File: config.mk
export PLATFORM = sky130hd
export DESIGN_NAME = pipe_ctrl
export DESIGN_NICKNAME = d
export VERILOG_FILES = /design/src/rtl/pipe_ctrl.sv
export SDC_FILE = /design/constraint.sdc
export NUM_CORES = 1
export LEC_CHECK = 0
export BUFFER_PORTS_ARGS = -buffer_cell sky130_fd_sc_hd__clkbuf_2
export CORE_MARGIN = 1
export CORE_UTILIZATION = 42
export CTS_BUF_LIST = sky130_fd_sc_hd__clkbuf_4
export CTS_CLUSTER_SIZE = 25
export DETAILED_ROUTE_END_ITERATION = 6
export PLACE_DENSITY_LB_ADDON = 0.05
export RECOVER_POWER = 25
export SLEW_MARGIN = 40
export SYNTH_ARGS = -nofsm -noshare
export SYNTH_HDL_FRONTEND = slang
export SYNTH_SLANG_ARGS = --single-unit
export TNS_END_PERCENT = 1
File: constraint.sdc
create_clock -name clk -period 2.45 [get_ports clk]
set_clock_uncertainty 0.05 [all_clocks]
set_input_delay 0.3675 -clock clk [delete_from_list [all_inputs] [get_ports clk]]
set_output_delay 0.3675 -clock clk [all_outputs]
set_load 0.005 [all_outputs]
File: src/rtl/pipe_ctrl.sv
// pipe_ctrl: hazard and flow control for a five-stage pipeline.
// Produces per-stage stall/flush from load-use, mult/div occupancy,
// memory wait, taken branches and jumps. Stall and flush are combinational
// from the current state and inputs, so they take effect in the same cycle.
// Optional feature macro: PIPE_CTRL_PERF_EN enables the saturating stall and
// flush performance counters. When it is not defined, both counter ports
// read 0 and no counter flops exist.
module pipe_ctrl #(
  parameter int MD_LATENCY = 32
) (
  input  logic        clk,
  input  logic        reset,
  input  logic [4:0]  id_rs,
  input  logic [4:0]  id_rt,
  input  logic [4:0]  ex_rt,
  input  logic        ex_memread,
  input  logic        ex_branch_taken,
  input  logic        id_jump,
  input  logic        md_start,
  input  logic        mem_busy,
  output logic [4:0]  stall,
  output logic [4:0]  flush,
  output logic        md_done,
  output logic [31:0] stall_cycles,
  output logic [31:0] flush_events
);

  typedef enum logic {RUN, MD} state_t;

  // cnt counts down the remaining EX cycles of a mult/div; the start cycle
  // is the first of MD_LATENCY, so the count begins at MD_LATENCY-1.
  localparam logic [5:0] CNT_INIT = 6'(MD_LATENCY - 1);

  state_t     state;
  logic [5:0] cnt;

  logic load_use;
  logic md_hold;
  logic md_finish;

  // Hazard terms: load-use match (register 0 never hazards), mult/div
  // holding EX this cycle, and the mult/div final cycle.
  always_comb begin
    load_use  = ex_memread && (ex_rt != 5'd0) &&
                ((ex_rt == id_rs) || (ex_rt == id_rt));
    md_hold   = ((state == RUN) && md_start) ||
                ((state == MD) && (cnt != 6'd1));
    md_finish = (state == MD) && (cnt == 6'd1) && !mem_busy;
  end

  // Stall/flush priority: mem wait > mult/div hold > branch > load-use > jump.
  // A mult/div hold sets stall[2], which suppresses the branch; any stall of
  // ID sets stall[1], which suppresses the jump.
  always_comb begin
    stall   = 5'b00000;
    flush   = 5'b00000;
    md_done = 1'b0;
    if (!reset) begin
      if (mem_busy) begin
        stall = 5'b01111;
      end else begin
        md_done = md_finish;
        if (md_hold) begin
          stall = 5'b00111;
        end else if (ex_branch_taken) begin
          flush = 5'b00011;
        end else if (load_use) begin
          stall = 5'b00011;
        end else if (id_jump) begin
          flush = 5'b00001;
        end
      end
    end
  end

  // Mult/div FSM: state and cnt are frozen whenever memory is busy.
  always_ff @(posedge clk or posedge reset) begin
    if (reset) begin
      state <= RUN;
      cnt   <= 6'd0;
    end else if (!mem_busy) begin
      case (state)
        RUN: begin
          if (md_start) begin
            cnt   <= CNT_INIT;
            state <= MD;
          end
        end
        MD: begin
          if (cnt == 6'd1) begin
            cnt   <= 6'd0;
            state <= RUN;
          end else begin
            cnt <= cnt - 6'd1;
          end
        end
        default: begin
          cnt   <= 6'd0;
          state <= RUN;
        end
      endcase
    end
  end

`ifdef PIPE_CTRL_PERF_EN
  // Saturating performance counters: cycles with IF stalled, cycles with any flush.
  always_ff @(posedge clk or posedge reset) begin
    if (reset) begin
      stall_cycles <= 32'd0;
      flush_events <= 32'd0;
    end else begin
      if (stall[0] && (stall_cycles != 32'hFFFF_FFFF)) begin
        stall_cycles <= stall_cycles + 32'd1;
      end
      if ((flush != 5'b00000) && (flush_events != 32'hFFFF_FFFF)) begin
        flush_events <= flush_events + 32'd1;
      end
    end
  end
`else
  assign stall_cycles = 32'd0;
  assign flush_events = 32'd0;
`endif

endmodule

Yosys cells after proc, flatten, opt, wreduce, memory -nomap -nowiden:

Index checks and enable logic that the tools add are counted.

* output and inout bits: 75
* flip-flop bits (word level): 7
* input port bits: 22
* logic and storage cells: 40

* reduce and logical (&&, ||, !) cells: 11
* muxes and demuxes: 19
* eq/ne operators: 5
* bitwise gates (word level): 2
* $add $sub $neg: 1

Operator list (count)
* $mux W2: 6
* $mux W6: 2
* $pmux W6 S2: 1
* $eq A5 B5 Y1: 2
* $mux W4: 2
* $eq A6 B1 Y1 const B: 1
* $logic_and A1 B1 Y1: 6
* $mux W1: 6
* $ne A6 B1 Y1 const B: 1
* $sub A6 B1 Y6 const B: 1
* $reduce_bool A5 Y1: 1
* $mux W3: 1
* $logic_or A1 B1 Y1: 2
* $ne A2 B2 Y1 const B: 1
* $not A1 Y1: 2
* $pmux W1 S2: 1
* $reduce_and A2 Y1: 1
* $logic_not A1 Y1: 1

Depth between registers and ports, before layout:

Gate-level depths: netlist (run 1).

* word-level depth: 8
* gate-level depth with buffers: 6
* mapped depth without buffers: 6

Worst setup path before layout (run 1):

OpenSTA, ideal clock, no wires.

* path type: input to output
* start point: input ex_rt[3]
* end point: output stall[1]
* buffers on the path: 1
* path slack: 584 ps
* required time: 2033 ps
* data arrival time: 1448 ps
* stages: 5
* cells stage by stage: xor2_1 > nor3_1 > a22oi_1 > o41ai_1 > buf_4

* cells in the longest elaborated chain, start to end: 8
* elaborated cells on any way between the ends: 11
* those cells by class: 2 x eq/ne; 5 x mux; 4 x reduce/logical

Ends and longest elaborated chain
* from (decl): line 15 `input logic [4:0] ex_rt,`
* $eq A5 B5 Y1 or $reduce_bool A5 Y1 (tied branches): line 45, 44
* $logic_or A1 B1 Y1 or $logic_and A1 B1 Y1 (tied branches): line 45, 44
* $logic_and A1 B1 Y1 *: line 44 `load_use = ex_memread && (ex_rt != 5'd0) &&`
* $mux W2 *: line 67 `end else if (load_use) begin`
* $mux W2 *: line 65 `end else if (ex_branch_taken) begin`
* $mux W3 *: line 63 `if (md_hold) begin`
* $mux W4 *: line 59 `if (mem_busy) begin`
* $mux W4 *: line 58 `if (!reset) begin`
* to (decl): line 21 `output logic [4:0] stall,`

Mark *: on every way between the ends. The rest lies on a longest branch, timed or not.

Worst setup path in the final report (run 1):

* start point: register cnt[3]
* end point: output flush[0]

* cells in the longest elaborated chain, start to end: 6

Ends and longest elaborated chain
* from (decl): line 35 `logic [5:0] cnt;`
* from (signal assigned): line 94 `cnt <= cnt - 6'd1;`
* $ne A6 B1 Y1: line 47 `((state == MD) && (cnt != 6'd1));`
* $logic_and A1 B1 Y1: line 47
* $logic_or A1 B1 Y1: line 46 `md_hold = ((state == RUN) && md_start) ||`
* $mux W2: line 63
* $mux W2: line 59
* $mux W2: line 58
* to (decl): line 22 `output logic [4:0] flush,`

Every way passes these cells.

==> results.yml, run 1 <==
run_status:
  status: "complete, no violations"
placement:
  placedInstanceArea_mm2: 0.001031
  hpwlAfterDp_mm: 1.536
  post-place-ws_ps: 402.5
  gp_routability_congestion: 0.7349
  port_buffers: 28
sta:
  slew_viol_final: 0
  finalHoldViolCount: 0
  rsz0062_at_grt: "false"
  timing.setup.tns_ps: 0
  worst_slack_ps: 137.3
  achievable-frequency_ghz: 0.4324
  report.final.setup_viol: 0
  min_period_ps: 2313
  period_share: 0.9440
worst_setup_path:
  cp.arrival_ps: 1900
  endpoint_type_of_the_worst_setup_path: "primary output"
  worstPathMaxFanout: 6
  critPathMaxStageDelay_ps: 460
  critical_path_class: "register to primary output"
  path_cells: "nor4_1 > a31oi_1 > nor3_1 > o31a_1 > clkbuf_2"
  crit_path_top_delay_cell: "sky130_fd_sc_hd__nor4_1"
  cp_data_required_time_ps: 2030
  worst_setup_path_start_kind: "register"
pwr:
  p_leak_nw: 0.5950
  power_per_cell_area_mw_per_mm2: 507.4
  peakVddDrop_uv: 369.6
  total_power_w: 0.0005377
drt:
  initialDrtViolationCount: 7
  routedWlPerCell_um: 8.892
  firstDrtPassIters: 6
  dr_total_vias: 817
  antenna_violating_nets_post_route: 0
  routed_wl_mm: 1.814
  detail_route.vias_per_cell: 4.005
  drc: 0
die:
  io-pin-count: 97
  floorplan.initialDensity: 0.4510
  fp.dieW_um: 53.81
  die_boundary_height_um: 53.81
  core-area_mm2: 0.002500
  number_of_rows_in_the_core_area: 18
  die_area_mm2: 0.002896
synth:
  post_synth_top_area_share: 0.4595
  post-synth-top-area-cell: "sky130_fd_sc_hd__buf_4"
  dominantRegCellSynth: "sky130_fd_sc_hd__dfrtp_1"
  synthMostInstantiatedCell: "sky130_fd_sc_hd__buf_4"
  post_synth_inst_count: 146
  distinct_cell_type_count_of_the_synthesized_netlist: 28
  synth.area.top_cells: "sky130_fd_sc_hd__buf_4 46%, sky130_fd_sc_hd__dfrtp_1 16%, sky130_fd_sc_hd__xor2_1 7.8%"
  synth-seq-area-share: 0.1554
  synthTopCellsByCount: "69 x sky130_fd_sc_hd__buf_4, 12 x sky130_fd_sc_hd__nor2_1, 10 x sky130_fd_sc_hd__xor2_1"
  synth_enable_flop_cells: 0
  ys.warnings.count: 0
  asyncSetResetFlopFracSynth: 1.000
  synth-seq-cells: 7
  synth_area_per_cell_um2: 7.721
  post_synth_instance_area_mm2: 0.001127
finish:
  antenna_cells_inserted: 0
  post-route-cell-area_mm2: 0.001060
  post_route_cells_drive_above_1_share: 0.1839
  filler_cell_count_in_the_final_layout: 266
  flow.area_growth_from_synthesis_pct: -5.993
  area.sequential_um2: 175.2
  multi_input_comb_area_um2: 663.1
  finish.net_count: 199
global_routing:
  grt_pass1_vias: 577
  grt_antenna_before_repair: 0
  overall_global_routing_usage: 0.1142
  gr-total-overflow: 0
  grt_start_max_net_pins: 12
  grt_pass1_wl_mm: 2.387
job:
  max_cap_violations: 0
min_path:
  hp-class: "input pin to asynchronous set/reset pin"
clock_network:
  tritoncts: "done"
  number_of_buffers_inserted_for_hold_repair_after_clock_tree_synthesis: 0
  clk-insertion-delay-late_ps: 260
  htree_levels: 1
  post_cts_resized: 0
  cts_post_setup_buffers_inserted: 0
  clock_tree_buf_depth: 2
  tritoncts.num_buffers: 3
  path_clk_slew_ps: 60
  clock-sinks: 7
  ctsRootBufferMaster: "sky130_fd_sc_hd__clkbuf_4"
## registers in the layout, indices dropped and copies added, names as in the netlist
register,count
state,1
cnt,6
## cells in the final DEF, fill, tap and decap left out
cell                        n
sky130_fd_sc_hd__clkbuf_1   1
sky130_fd_sc_hd__o21ai_0    1
sky130_fd_sc_hd__nor2b_1    3
sky130_fd_sc_hd__ha_1       2
sky130_fd_sc_hd__inv_1      4
sky130_fd_sc_hd__a21oi_1    1
sky130_fd_sc_hd__nor4_1     2
sky130_fd_sc_hd__nand2_1    6
sky130_fd_sc_hd__o22a_1     1
sky130_fd_sc_hd__clkbuf_2  27
sky130_fd_sc_hd__clkbuf_4   4
sky130_fd_sc_hd__nor2_1    12
sky130_fd_sc_hd__nor3b_1    1
sky130_fd_sc_hd__or4_4      1
sky130_fd_sc_hd__or4_1      1
sky130_fd_sc_hd__o21a_1     2
sky130_fd_sc_hd__o31ai_1    2
sky130_fd_sc_hd__o31a_1     1
sky130_fd_sc_hd__conb_1    68
sky130_fd_sc_hd__o41ai_1    2
sky130_fd_sc_hd__nor3_1     5
sky130_fd_sc_hd__o211ai_1   2
sky130_fd_sc_hd__dfrtp_1    7
sky130_fd_sc_hd__xor2_1    10
sky130_fd_sc_hd__a22oi_1    1
sky130_fd_sc_hd__nand3_1    1
sky130_fd_sc_hd__nand2b_1   3
sky130_fd_sc_hd__a31oi_1    1
sky130_fd_sc_hd__o221ai_1   2
## stage by stage
step | instances | hold slack [ps] | utilization
after floorplan | 213 | 128.9 | -
after global placement | 200 | 349.0 | 0.4124
after detailed placement | 200 | 347.4 | 0.4124
after CTS | 204 | 76.77 | 0.4244
after global routing | 204 | 139.5 | 0.4239
final | 204 | 89.35 | 0.4239
## layer usage
layer,share of wire,GRT usage,up-vias
li1,-,-,401
met1,0.38,0.1368,364
met2,0.52,0.2016,50
met3,0.097,0.01977,2
met4,0.0033,0.03947,0
met5,0,0,-
## report_power, final
| group | internal [W] | switching [W] |
|---|---|---|
| Combinational | 0.0000902 | 0.000107 |
| Clock | 0.0000734 | 0.0000457 |
| Sequential | 0.000158 | 0.0000638 |
## final cells by class
cell class | instances | area share
multi-input cells | 131 | 0.6257
flip-flops and latches | 7 | 0.1653
repair buffers | 28 | 0.1311
well taps | 30 | 0.03542
clock buffers | 4 | 0.02834
inverters | 4 | 0.01417
## cells by family (layout without fill, tap and decap cells)
family / after synthesis / in the layout / share of synthesized area
AO/OA/AOI/OAI: 16 / 16 / 0.1077
AND/OR/NAND/NOR: 35 / 35 / 0.1543
XOR/XNOR: 10 / 10 / 0.07769
flip-flops: 7 / 7 / 0.1554
buffers and inverters: 75 / 36 / 0.4795
adder cells (fa/ha/maj): 2 / 2 / 0.02219
other: 1 / 68 / 0.003326
## critical path, delay by kind of cell (launching register included)
kind                   cells  cell delay, ps
AOI/OAI and AO/OA          2             410
buffers and inverters      1             110
DFF                        1             430
and+or+nand+nor            2             690
## path summary, 6_finish.rpt
kind | endpoint | from | slack [ps] | cells past startpoint
max | flush[0] | cnt[3] | 140 | 5
min | state | reset | 90 | 2
max reg2reg | cnt[3] | cnt[3] | 830 | 4
min reg2reg | cnt[4] | cnt[3] | 510 | 1
max in group asynchronous | cnt[3] | reset | 2020 | 2
min in group clk | cnt[0] | mem_busy | 440 | 3
(Power assumes the default switching activity.)
==> run 2: changes to the inputs <==
REMOVE_ABC_BUFFERS = 1   (was not set)
==> results.yml, run 2 (synthesized netlist as in run 1, its figures left out) <==
drt:
  initialDrtViolationCount: 17
  routed_wl_mm: 1.837
  dr_total_vias: 809
  drc: 0
  routedWlPerCell_um: 9.005
  detail_route.vias_per_cell: 3.966
  firstDrtPassIters: 4
  antenna_violating_nets_post_route: 0
worst_setup_path:
  cp_data_required_time_ps: 2030
  critical_path_class: "register to primary output"
  worst_setup_path_start_kind: "register"
  path_cells: "nor2b_1 > a31oi_1 > nor3_1 > o31a_1 > clkbuf_2"
  number_of_buffer_and_inverter_instances_along_the_worst_setup_path: 1
  crit_path_top_delay_cell: "sky130_fd_sc_hd__dfrtp_1"
  worstPathMaxFanout: 11
  cp.arrival_ps: 1740
  cpLargestDelayFamily: "flip-flops"
  critPathMaxStageDelay_ps: 540
  endpoint_type_of_the_worst_setup_path: "primary output"
finish:
  fin_util: 0.4239
  post-route-cell-area_mm2: 0.001060
  reg.largest.list: "cnt (6), state (1)"
  filler_cell_count_in_the_final_layout: 267
  largest_register_ffs: 6
  post_route_cells_drive_above_1_share: 0.1839
  antenna_cells_inserted: 0
  mostFrequentLayoutCell: "sky130_fd_sc_hd__conb_1"
  finish.net_count: 199
  max_flop_register: "cnt"
  top_library_cells_by_usage_in_the_layout_fill_and_taps_aside: "68 x sky130_fd_sc_hd__conb_1, 27 x sky130_fd_sc_hd__clkbuf_2, 12 x sky130_fd_sc_hd__nor2_1, 10 x sky130_fd_sc_hd__xor2_1, 7 x sky130_fd_sc_hd__dfrtp_1"
  flow.area_growth_from_synthesis_pct: -5.993
global_routing:
  grt_start_max_net_pins: 12
  grt_antenna_before_repair: 0
  overall_global_routing_usage: 0.1183
  grt_pass1_wl_mm: 2.470
  grt_pass1_vias: 592
  gr-total-overflow: 0
die:
  die_boundary_height_um: 53.81
  io-pin-count: 97
  number_of_rows_in_the_core_area: 18
  core-area_mm2: 0.002500
  floorplan.initialDensity: 0.4510
  fp.dieW_um: 53.81
  die_area_mm2: 0.002896
placement:
  port_buffers: 28
  hpwlAfterDp_mm: 1.533
  gp_routability_congestion: 0.7567
  placedInstanceArea_mm2: 0.001031
sta:
  report.final.setup_viol: 0
  slew_viol_final: 0
  rsz0062_at_grt: "false"
  period_share: 0.8802
  min_period_ps: 2157
  finalHoldViolCount: 0
  timing.setup.tns_ps: 0
  achievable-frequency_ghz: 0.4637
job:
  max_cap_violations: 0
clock_network:
  cts_post_setup_buffers_inserted: 0
  clock_tree_buf_depth: 2
  tritoncts.num_buffers: 3
  ctsRootBufferMaster: "sky130_fd_sc_hd__clkbuf_4"
  number_of_buffers_inserted_for_hold_repair_after_clock_tree_synthesis: 0
  post_cts_resized: 0
  htree_levels: 1
  tritoncts: "done"
  clk-insertion-delay-late_ps: 250
  path_clk_slew_ps: 60
  clock-sinks: 7
pwr:
  p_leak_nw: 0.5950
  share_clk_of_total_power: 0.220
  peakVddDrop_uv: 387.8
  cell_internal_pwr_w: 0.0003217
  netSwitchingPower_w: 0.0002176
  sw_frac_of_total: 0.4035
  seq_power_share: 0.410
  power_per_cell_area_mw_per_mm2: 509.0
  p_comb_frac: 0.369
min_path:
  hp-class: "input pin to asynchronous set/reset pin"
run_status:
  status: "complete, no violations"
run 2: per-layer routing:
| metal | part of all wire | vias up | global-route usage |
|---|---|---|---|
| met3 | 0.11 | 2 | 0.01695 |
| met5 | 0 | - | 0 |
| met1 | 0.41 | 352 | 0.1419 |
| met4 | 0.0049 | 0 | 0.07895 |
| li1 | - | 402 | - |
| met2 | 0.47 | 53 | 0.1934 |
run 2: through the flow:
stage | hold WS [ps] | total power, W | std cells | setup WS (ps)
floorplan | 128.9 | 0.0003555 | 142 | 703.1
global placement | 348.9 | 0.0004176 | 200 | 478.3
detailed placement | 348.0 | 0.0004205 | 200 | 431.7
CTS | 71.45 | 0.0005430 | 204 | 274.3
global route | 127.0 | 0.0005988 | 204 | 169.0
finish | 92.58 | 0.0005394 | 204 | 293.4
run 2: worst register-to-register path, cell delays in order (launching register included):
cell                       delay (ps)
sky130_fd_sc_hd__dfrtp_1          450
sky130_fd_sc_hd__or4_4            570
sky130_fd_sc_hd__o21a_1           180
sky130_fd_sc_hd__o211ai_1         160
sky130_fd_sc_hd__nand2_1           60
run 2: final cells by class:
class | instances | area (um2) | share of cell area
multi-input combinational | 131 | 663.1 | 0.6257
sequential | 7 | 175.2 | 0.1653
timing repair buffer | 28 | 138.9 | 0.1311
tap | 30 | 37.54 | 0.03542
clock buffer | 4 | 30.03 | 0.02834
inverter | 4 | 15.01 | 0.01417
run 2: path summary, 6_finish.rpt:
path                          start  slack, ps        to  cells after the start
setup / recovery              state        290  flush[0]                      5
hold / removal                reset         90    cnt[5]                      2
setup reg to reg             cnt[0]        870    cnt[5]                      4
hold reg to reg              cnt[3]        520    cnt[4]                      1
max in group asynchronous     reset       2020    cnt[4]                      2
min in group clk           md_start        430    cnt[5]                      4
run 2: power groups by stage:
stage	sequential, W	combinational [W]	clock (W)
after floorplan	0.000206	0.000149	0
after global placement	0.000222	0.000196	0
after detailed placement	0.000222	0.000199	0
after CTS	0.000220	0.000200	0.000124
after global routing	0.000231	0.000236	0.000132
final	0.000221	0.000199	0.000119
